$ cat src/rtl/keypad_pkg.sv
// Shared constants and state encoding for the keypad entry stage.
// Latency: n/a (declarations only).
// Backpressure: n/a.
package keypad_pkg;

    localparam int KEY_W        = 10;  // one bit per decimal key
    localparam int BCD_W        = 4;   // width of each BCD digit register
    localparam int MAX_SEC_TENS = 5;   // largest seconds-tens digit accepted at start

    localparam logic [BCD_W-1:0] ZERO_BCD = '0;

    typedef enum logic [1:0] {
        S_IDLE   = 2'd0,
        S_ENTRY  = 2'd1,
        S_LOAD   = 2'd2,
        S_LOCKED = 2'd3
    } state_t;

endpackage

$ cat src/rtl/keypad_entry_key_encoder.sv
// Encodes a one-hot keypad vector into a BCD digit and flags whether exactly one key is set.
// Latency: combinational, zero cycles.
// Backpressure: none; output follows input.
//
// Ports:
//   keypad    - raw key levels, bit i = digit i
//   digit     - index of the set bit (only meaningful when onehot_ok)
//   onehot_ok - exactly one key bit is set
module key_encoder
    import keypad_pkg::*;
(
    input  logic [KEY_W-1:0] keypad,
    output logic [BCD_W-1:0] digit,
    output logic             onehot_ok
);

    // Clearing the lowest set bit leaves zero only for a single-bit vector.
    assign onehot_ok = (keypad != '0) && ((keypad & (keypad - KEY_W'(1))) == '0);

    always_comb begin
        digit = ZERO_BCD;
        for (int i = 0; i < KEY_W; i++) begin
            if (keypad[i]) begin
                digit = BCD_W'(i);
            end
        end
    end

endmodule

$ cat src/rtl/keypad_entry.sv
// Shifts keypad digits into mins/sec_tens/sec_ones, validates on start, pulses loadn to the counters, then locks.
// Latency: all outputs registered; a press or start is reflected one clock after it is sampled.
// Backpressure: none; entry is simply ignored while busy (LOAD/LOCKED) until cnt_zero or cancel.
//
// Ports:
//   clk, clearn                 - clock and synchronous active-low clear
//   keypad, start, cancel       - user inputs (levels)
//   cnt_zero                    - counter chain reached zero
//   mins, sec_tens, sec_ones    - BCD time value to the counters
//   loadn                       - one-cycle active-low load strobe
//   busy                        - high while loading or locked
//   key_err                     - one-cycle error pulse
module keypad_entry
    import keypad_pkg::*;
(
    input  logic             clk,
    input  logic             clearn,
    input  logic [KEY_W-1:0] keypad,
    input  logic             start,
    input  logic             cancel,
    input  logic             cnt_zero,
    output logic [BCD_W-1:0] mins,
    output logic [BCD_W-1:0] sec_tens,
    output logic [BCD_W-1:0] sec_ones,
    output logic             loadn,
    output logic             busy,
    output logic             key_err
);

    state_t           state_q, state_d;
    logic [KEY_W-1:0] key_prev_q, key_prev_d;
    logic [BCD_W-1:0] mins_q, mins_d;
    logic [BCD_W-1:0] sec_tens_q, sec_tens_d;
    logic [BCD_W-1:0] sec_ones_q, sec_ones_d;
    logic             loadn_q, loadn_d;
    logic             key_err_q, key_err_d;

    logic [BCD_W-1:0] key_digit;
    logic             key_onehot;
    logic             press;
    logic             entry_ok;
    logic             shift_en;
    logic             clear_en;

    key_encoder u_key_encoder (
        .keypad    (keypad),
        .digit     (key_digit),
        .onehot_ok (key_onehot)
    );

    // Only a transition out of the all-released state counts, so a held key never repeats.
    assign press = (key_prev_q == '0) && (keypad != '0);

    assign entry_ok = ({mins_q, sec_tens_q, sec_ones_q} != '0) &&
                      (sec_tens_q <= BCD_W'(MAX_SEC_TENS));

    always_comb begin
        state_d    = state_q;
        key_prev_d = keypad;
        loadn_d    = 1'b1;
        key_err_d  = 1'b0;
        shift_en   = 1'b0;
        clear_en   = 1'b0;

        unique case (state_q)
            S_IDLE: begin
                if (cancel) begin
                    clear_en = 1'b1;
                end else if (start) begin
                    key_err_d = 1'b1;
                end else if (press) begin
                    if (key_onehot) begin
                        shift_en = 1'b1;
                        state_d  = S_ENTRY;
                    end else begin
                        key_err_d = 1'b1;
                    end
                end
            end
            S_ENTRY: begin
                if (cancel) begin
                    clear_en = 1'b1;
                    state_d  = S_IDLE;
                end else if (start) begin
                    if (entry_ok) begin
                        // loadn is registered, so it goes low together with state LOAD.
                        loadn_d = 1'b0;
                        state_d = S_LOAD;
                    end else begin
                        key_err_d = 1'b1;
                    end
                end else if (press) begin
                    if (key_onehot) begin
                        shift_en = 1'b1;
                    end else begin
                        key_err_d = 1'b1;
                    end
                end
            end
            S_LOAD: begin
                state_d = S_LOCKED;
            end
            S_LOCKED: begin
                if (cancel || cnt_zero) begin
                    clear_en = 1'b1;
                    state_d  = S_IDLE;
                end
            end
            default: begin
                state_d = S_IDLE;
            end
        endcase

        mins_d     = mins_q;
        sec_tens_d = sec_tens_q;
        sec_ones_d = sec_ones_q;
        if (clear_en) begin
            mins_d     = ZERO_BCD;
            sec_tens_d = ZERO_BCD;
            sec_ones_d = ZERO_BCD;
        end else if (shift_en) begin
            // Oldest digit (mins) falls off the top.
            mins_d     = sec_tens_q;
            sec_tens_d = sec_ones_q;
            sec_ones_d = key_digit;
        end
    end

    always_ff @(posedge clk) begin
        if (!clearn) begin
            state_q    <= S_IDLE;
            key_prev_q <= '0;
            mins_q     <= ZERO_BCD;
            sec_tens_q <= ZERO_BCD;
            sec_ones_q <= ZERO_BCD;
            loadn_q    <= 1'b1;
            key_err_q  <= 1'b0;
        end else begin
            state_q    <= state_d;
            key_prev_q <= key_prev_d;
            mins_q     <= mins_d;
            sec_tens_q <= sec_tens_d;
            sec_ones_q <= sec_ones_d;
            loadn_q    <= loadn_d;
            key_err_q  <= key_err_d;
        end
    end

    assign mins     = mins_q;
    assign sec_tens = sec_tens_q;
    assign sec_ones = sec_ones_q;
    assign loadn    = loadn_q;
    assign key_err  = key_err_q;
    assign busy     = (state_q == S_LOAD) || (state_q == S_LOCKED);

endmodule
$ cat config.mk
export PLATFORM = sky130hd
export DESIGN_NAME = keypad_entry
export DESIGN_NICKNAME = d
export VERILOG_FILES = /design/src/rtl/keypad_pkg.sv /design/src/rtl/keypad_entry_key_encoder.sv /design/src/rtl/keypad_entry.sv
export SDC_FILE = /design/constraint.sdc
export NUM_CORES = 1
export LEC_CHECK = 0
export ABC_AREA = 1
export ABC_CLOCK_PERIOD_IN_PS = 2370
export CAP_MARGIN = 30
export CORE_MARGIN = 1.5
export CORE_UTILIZATION = 30
export DETAILED_ROUTE_END_ITERATION = 8
export GPL_TIMING_DRIVEN = 0
export PLACE_DENSITY_LB_ADDON = 0.12
export SLEW_MARGIN = 15
export SYNTH_ARGS = -nofsm -noshare
export SYNTH_HDL_FRONTEND = slang
export SYNTH_SLANG_ARGS = --single-unit
export TNS_END_PERCENT = 50
$ cat constraint.sdc
create_clock -name clk -period 2.37 [get_ports clk]
set_input_delay 0.237 -clock clk [delete_from_list [all_inputs] [get_ports clk]]
set_output_delay 0.237 -clock clk [all_outputs]
set_load 0.03 [all_outputs]
After elaboration in Yosys (flattened, before gate mapping)
Cells that the tools add are included.

Word-level logic and storage cells: 71. Register bits after elaboration: 26. Output and inout bits: 15.

Muxes and demuxes: 34. Magnitude comparators: 1. Reduce and logical (&&, ||, !) cells: 14. Bitwise gates (word level): 4. Add/sub/neg operators: 1. Equality and inequality tests: 10.

Operators by type and width (number): zero test 10 bit (2); 2-to-1 mux 2 bit (10); 2-to-1 mux 1 bit (15); 2-to-1 mux 3 bit (4); nonzero test 12 bit (1); bitwise AND 10 bit (1); != test 2 bit (second input constant) (5); nonzero test 10 bit (1); subtractor 10 x 1 -> 10 bit (second input constant) (1); 2-to-1 mux 4 bit (2); case mux 2 bit (4 select lines) (1); AND reduction 7 bit (1); != test 3 bit (second input constant) (2); equality test 2 bit (second input constant) (2); less-or-equal comparator 4 x 3 -> 1 bit (second input constant) (1); case mux 1 bit (2 select lines) (2); OR reduction 2 bit (2); OR reduction 4 bit (1); logical AND 1 bit (3); inverter 1 bit (3); equality test 2 x 1 -> 1 bit (second input constant) (1); zero test 2 bit (1); logical OR 1 bit (2).

Depth between registers and ports, before layout
Depth in word-level cells: 9. Depth in mapped cells: 12.

Modules after synthesis
From an unflattened synthesis, not the netlist that was laid out.

Cells, all modules: 219. Area total of the unflattened synthesis: 1345.0 µm².

By module, submodules not included: keypad_entry (area each 1134.8 µm², sequential area each 520.5 µm², instances 1, cells an instance 173); key_encoder (area each 210.2 µm², sequential area each 0.0 µm², instances 1, cells an instance 46).

Worst setup path before layout
No wires, ideal clock.

Path type: flip-flop to flip-flop. Start point: register sec_tens_q[1] (netlist: sec_tens[1]). End point: register with a tool-made name. Stages on the path, launching flop included: 10. Required time: 2.254 ns. Path buffers: 0. Slack: 0.958 ns. Arrival: 1.296 ns. Cells stage by stage: dfxtp_1 inv_1 nand4_1 nor2_1 nand3_1 nand2_1 a21oi_1 nand3_1 nand2_1 a21oi_1.

RTL lines: start: declaration (line keypad_entry.sv:33) `logic [BCD_W-1:0] sec_tens_q, sec_tens_d;`; start signal: assignment (line keypad_entry.sv:142) `sec_tens_q <= sec_tens_d;`.

Worst setup path after layout
Start point: input port keypad[3]. End point: register sec_ones_q[3] (netlist: sec_ones[3]).

Word-level cells in the longest chain between the ends: 9. Elaborated cells between the ends (all ways): 11.

Ends and longest elaborated chain: start: declaration (line keypad_entry.sv:18) `input logic [KEY_W-1:0] keypad,`; subtractor 10 x 1 -> 10 bit (line keypad_entry_key_encoder.sv:18) `assign onehot_ok = (keypad != '0) && ((keypad & (keypad - KEY_W'(1))) == '0);`; bitwise AND 10 bit (line keypad_entry_key_encoder.sv:18); zero test 10 bit (line keypad_entry_key_encoder.sv:18); logical AND 1 bit (line keypad_entry_key_encoder.sv:18); 2-to-1 mux 1 bit (line keypad_entry.sv:72, keypad_entry.sv:93); 2-to-1 mux 1 bit * (line keypad_entry.sv:92) `end else if (press) begin`; 2-to-1 mux 1 bit * (line keypad_entry.sv:84) `end else if (start) begin`; 2-to-1 mux 1 bit * (line keypad_entry.sv:67) `if (cancel) begin`; 2-to-1 mux 1 bit *; end signal: assignment (line keypad_entry.sv:143) `sec_ones_q <= sec_ones_d;`; end: declaration (line keypad_entry.sv:34) `logic [BCD_W-1:0] sec_ones_q, sec_ones_d;`.

Mark *: on every way between the ends. The rest lies on a longest branch, timed or not. A chain may end at the register's enable or synchronous reset.

==> Flow_metrics.wiki <==
{| class="wikitable"
! Metric !! Value
|-
| Weighted congestion at the end of routability-driven global placement || 0.7492
|-
| Number of distinct library cell variants in the gate-level netlist after synthesis || 23
|-
| Synth Area in Simple Gates || 32.48%
|-
| Final HPWL DP || 2241 um
|-
| Buffer depth of the longest clock path || 2
|-
| I/O Pins || 30
|-
| Die span in x || 71.93 um
|-
| Via-per-instance ratio || 4.454
|-
| Post-synthesis mux area share || 0%
|-
| Die boundary height || 71.93 um
|-
| Total negative slack || 0 ns
|-
| Internal power contribution || 0.6464 mW
|-
| Data arrival at the endpoint of the critical path || 1.92 ns
|-
| Source-to-sink clock delay at the later pin of the worst-skew pair || 0.27 ns
|-
| Arithmetic-cell share of the synthesized area counting full adders, half adders and majority gates || 0%
|-
| Post-Synthesis Cells || 188
|-
| Reg-to-Reg End || sec_ones[2]
|-
| Number of antenna cells inserted || 0
|-
| Starting Density || 31.85%
|-
| Core ar. || 0.004474 mm2
|-
| Number of buffers added by the clock tree synthesis step || 3
|-
| Net count of the finished layout || 237
|-
| Number of synthesized register bits || 26
|-
| Number of rows in the core area || 24
|-
| Die outline area || 0.005173 mm2
|-
| Port bufs || 29
|-
| Power dissipated by switching net loads || 0.2036 mW
|-
| Final Hold Vio Count || 0
|-
| Timing-limited maximum frequency || 572.2 MHz
|-
| Seq pwr share || 52.8%
|-
| Synthesized area || 0.001425 mm2
|-
| Combinational share of power || 13.1%
|-
| Dominant combinational cell family by area after synthesis || simple AND/OR/NAND/NOR gates
|-
| Routed length per placed instance || 10.36 um
|-
| Average footprint of a synthesized cell || 7.580 um2
|-
| Worst Reg2Reg Path Length in Cells || 8
|-
| Max rail drop VDD || 0.2729 mV
|-
| Vias post-DR || 1216
|-
| Antenna violations before repair || 0
|-
| Setup bufs post-CTS || 0
|-
| Number of remaining DRC errors || 0
|-
| Max-cap violations || 0
|-
| Startpoint kind of the worst setup timing path || primary input
|-
| Post-DRT Antenna Nets || 0
|-
| Maximum fanout encountered on the critical timing path || 10
|-
| Switching Fraction || 23.96%
|-
| Compound-gate portion of the synthesized area || 17.21%
|-
| Growth of design area from synthesis to finish || 28.80%
|-
| Data required, critical path || 2.54 ns
|-
| Worst hold stages || 2
|-
| Slew Limit Headroom || 71.57%
|-
| Post-synthesis xor/xnor area fraction || 0%
|-
| TritonCTS clock tree || yes
|-
| Buffer cell driving the clock tree root || sky130_fd_sc_hd__clkbuf_8
|-
| Beginning of the worst register-to-register path || key_prev_q[3]
|-
| Post-cts resize count || 0
|-
| Unrepaired setup endpoints after global routing || no
|-
| Pins over their slew limit || 0
|-
| Number of failing setup endpoints in the final timing report || 0
|-
| Number of levels the H-tree was split into || 1
|-
| Least-Margin Pin Slew || 0.4265 ns
|-
| Worst setup path class || in2reg
|-
| Clock network fraction of design power || 34.1%
|-
| Number of warning messages in the yosys log || 0
|-
| Hold wc startpoint || mins[2]
|-
| Final clock period utilization by the worst path || 73.74%
|-
| Capturing element type of the critical path || flop
|-
| Fin Clk Skew || 0.005755 ns
|-
| Run status || complete, no violations
|-
| Power per cell area || 463.1 mW/mm2
|-
| CTS hold repair buffers || 0
|-
| Total design power || 0.8500 mW
|-
| Global routing usage summed across all routing layers || 12.60%
|-
| Leakage power figure || 0.7918 nW
|-
| Via count of the first global-routing pass || 1169
|-
| Number of optimization iterations in the first detailed-route pass || 4
|-
| Total length of routed wires || 2829 um
|-
| Share of synthesized area occupied by flip-flops and latches || 36.52%
|-
| Overflow left after global routing || 0
|-
| Final critical-path required period || 1.748 ns
|-
| Worst min-delay path class || reg2reg
|-
| Hold worst-path end || mins[2]
|-
| First-pass GRT wire length || 5175 um
|-
| Clock Sinks || 26
|-
| Iter 0 DRT Violations || 45
|-
| Flop-to-flop setup slack || 0.92 ns
|-
| Post-Synthesis Net Count || 203
|-
| Share of post-route cells with drive strength above 1 || 19.91%
|-
| Register clock-pin slew on the reported worst setup and hold paths || 0.09 ns
|-
| Maximum number of pins on one net before global-route repair || 15
|}
-- cell families after synthesis --
family | after synthesis
buf+inv | 36
compound gates | 33
flops | 26
simple gates | 93
-- metrics by stage --
| stage | setup WS [ns] | hold slack, ns | std cells | utilization (%) | instance area [um2] |
|---|---|---|---|---|---|
| floorplan | 0.9581 | 0.3305 | 188 | - | 1425 |
| CTS | 0.6012 | 0.4722 | 273 | 41.02 | 1836 |
| global route | 0.4484 | 0.5029 | 273 | 41.02 | 1836 |
| global placement | 0.3043 | 0.4568 | 269 | 39.79 | 1780 |
| detailed placement | 0.3021 | 0.4562 | 269 | 39.79 | 1780 |
| finish | 0.6224 | 0.4691 | 273 | 41.02 | 1836 |
-- power groups by stage --
stage	clock (mW)	sequential (mW)	combinational, mW
floorplan	0	0.460	0.0633
finish	0.290	0.449	0.112
global route	0.326	0.450	0.128
CTS	0.305	0.449	0.114
detailed placement	0	0.459	0.114
global placement	0	0.459	0.114
-- cells in the mapped netlist (all sizes together) --
cell type | number | area share, %
a21oi | 17 | 9.1
and2 | 1 | 0.61
buf | 2 | 2.8
bufbuf | 1 | 2.3
clkbuf | 2 | 0.53
dfxtp | 26 | 37
inv | 31 | 8.2
nand2 | 46 | 15
nand3 | 7 | 2.5
nand4 | 2 | 0.88
nor2 | 33 | 11
nor3 | 3 | 1.8
nor4 | 1 | 0.44
o21ai | 14 | 7.0
o31ai | 2 | 1.1
-- flip-flops by register name, summed over array words and instances, names as in the netlist, named ones only --
register    cells
key_prev_q     10
mins            4
sec_ones        4
sec_tens        4
key_err         1
loadn           1
state_q         1
-- worst max-delay path by stage --
stage,start,end,slack [ns]
floorplan,sec_tens[1],flop,0.96
global placement,keypad[3],sec_ones[3],0.30
detailed placement,keypad[3],sec_ones[3],0.30
CTS,keypad[3],sec_ones[3],0.60
global route,keypad[4],sec_ones[3],0.45
finish,keypad[3],sec_ones[3],0.62
-- cell type report --
cell class | count | area [um2]
fill | 484 | 2639
multi-input combinational | 126 | 708.2
sequential | 26 | 520.5
timing repair buffer | 29 | 290.3
inverter | 31 | 116.4
buffer | 5 | 80.08
tap | 52 | 65.06
clock buffer | 4 | 55.05
-- placed cells by master (no fill, tap or decap), types with 2 or more instances in the layout --
master,count
sky130_fd_sc_hd__nand2_2,4
sky130_fd_sc_hd__clkdlybuf4s50_1,29
sky130_fd_sc_hd__inv_1,31
sky130_fd_sc_hd__o21ai_1,5
sky130_fd_sc_hd__nand4_1,2
sky130_fd_sc_hd__o31ai_1,2
sky130_fd_sc_hd__buf_12,2
sky130_fd_sc_hd__nand3_1,7
sky130_fd_sc_hd__nor2_2,3
sky130_fd_sc_hd__nand2_4,4
sky130_fd_sc_hd__nor2_4,4
sky130_fd_sc_hd__clkbuf_1,2
sky130_fd_sc_hd__nand2_1,38
sky130_fd_sc_hd__dfxtp_1,26
sky130_fd_sc_hd__nor2_1,26
sky130_fd_sc_hd__clkbuf_8,4
sky130_fd_sc_hd__a21oi_2,12
sky130_fd_sc_hd__o21ai_2,8
sky130_fd_sc_hd__a21oi_1,5
sky130_fd_sc_hd__nor3_1,2
-- critical path: stages --
cell and delay (ns):
sky130_fd_sc_hd__clkdlybuf4s50_1 0.50, sky130_fd_sc_hd__nor2_4 0.22, sky130_fd_sc_hd__nand2_4 0.08, sky130_fd_sc_hd__o21ai_1 0.14, sky130_fd_sc_hd__nand2_1 0.07, sky130_fd_sc_hd__nor2_2 0.11
sky130_fd_sc_hd__and2_4 0.18, sky130_fd_sc_hd__nand2_4 0.07, sky130_fd_sc_hd__buf_12 0.15, sky130_fd_sc_hd__nor2_4 0.10, sky130_fd_sc_hd__a21oi_2 0.06
-- routing by layer --
layer	track usage, %	wire length, um	vias to the layer above
met4	2.516	20	0
met5	0	0	-
met2	20.27	1273	25
li1	-	-	652
met1	17.07	1422	537
met3	3.472	112	2
Power figures use the tool's default switching activity.
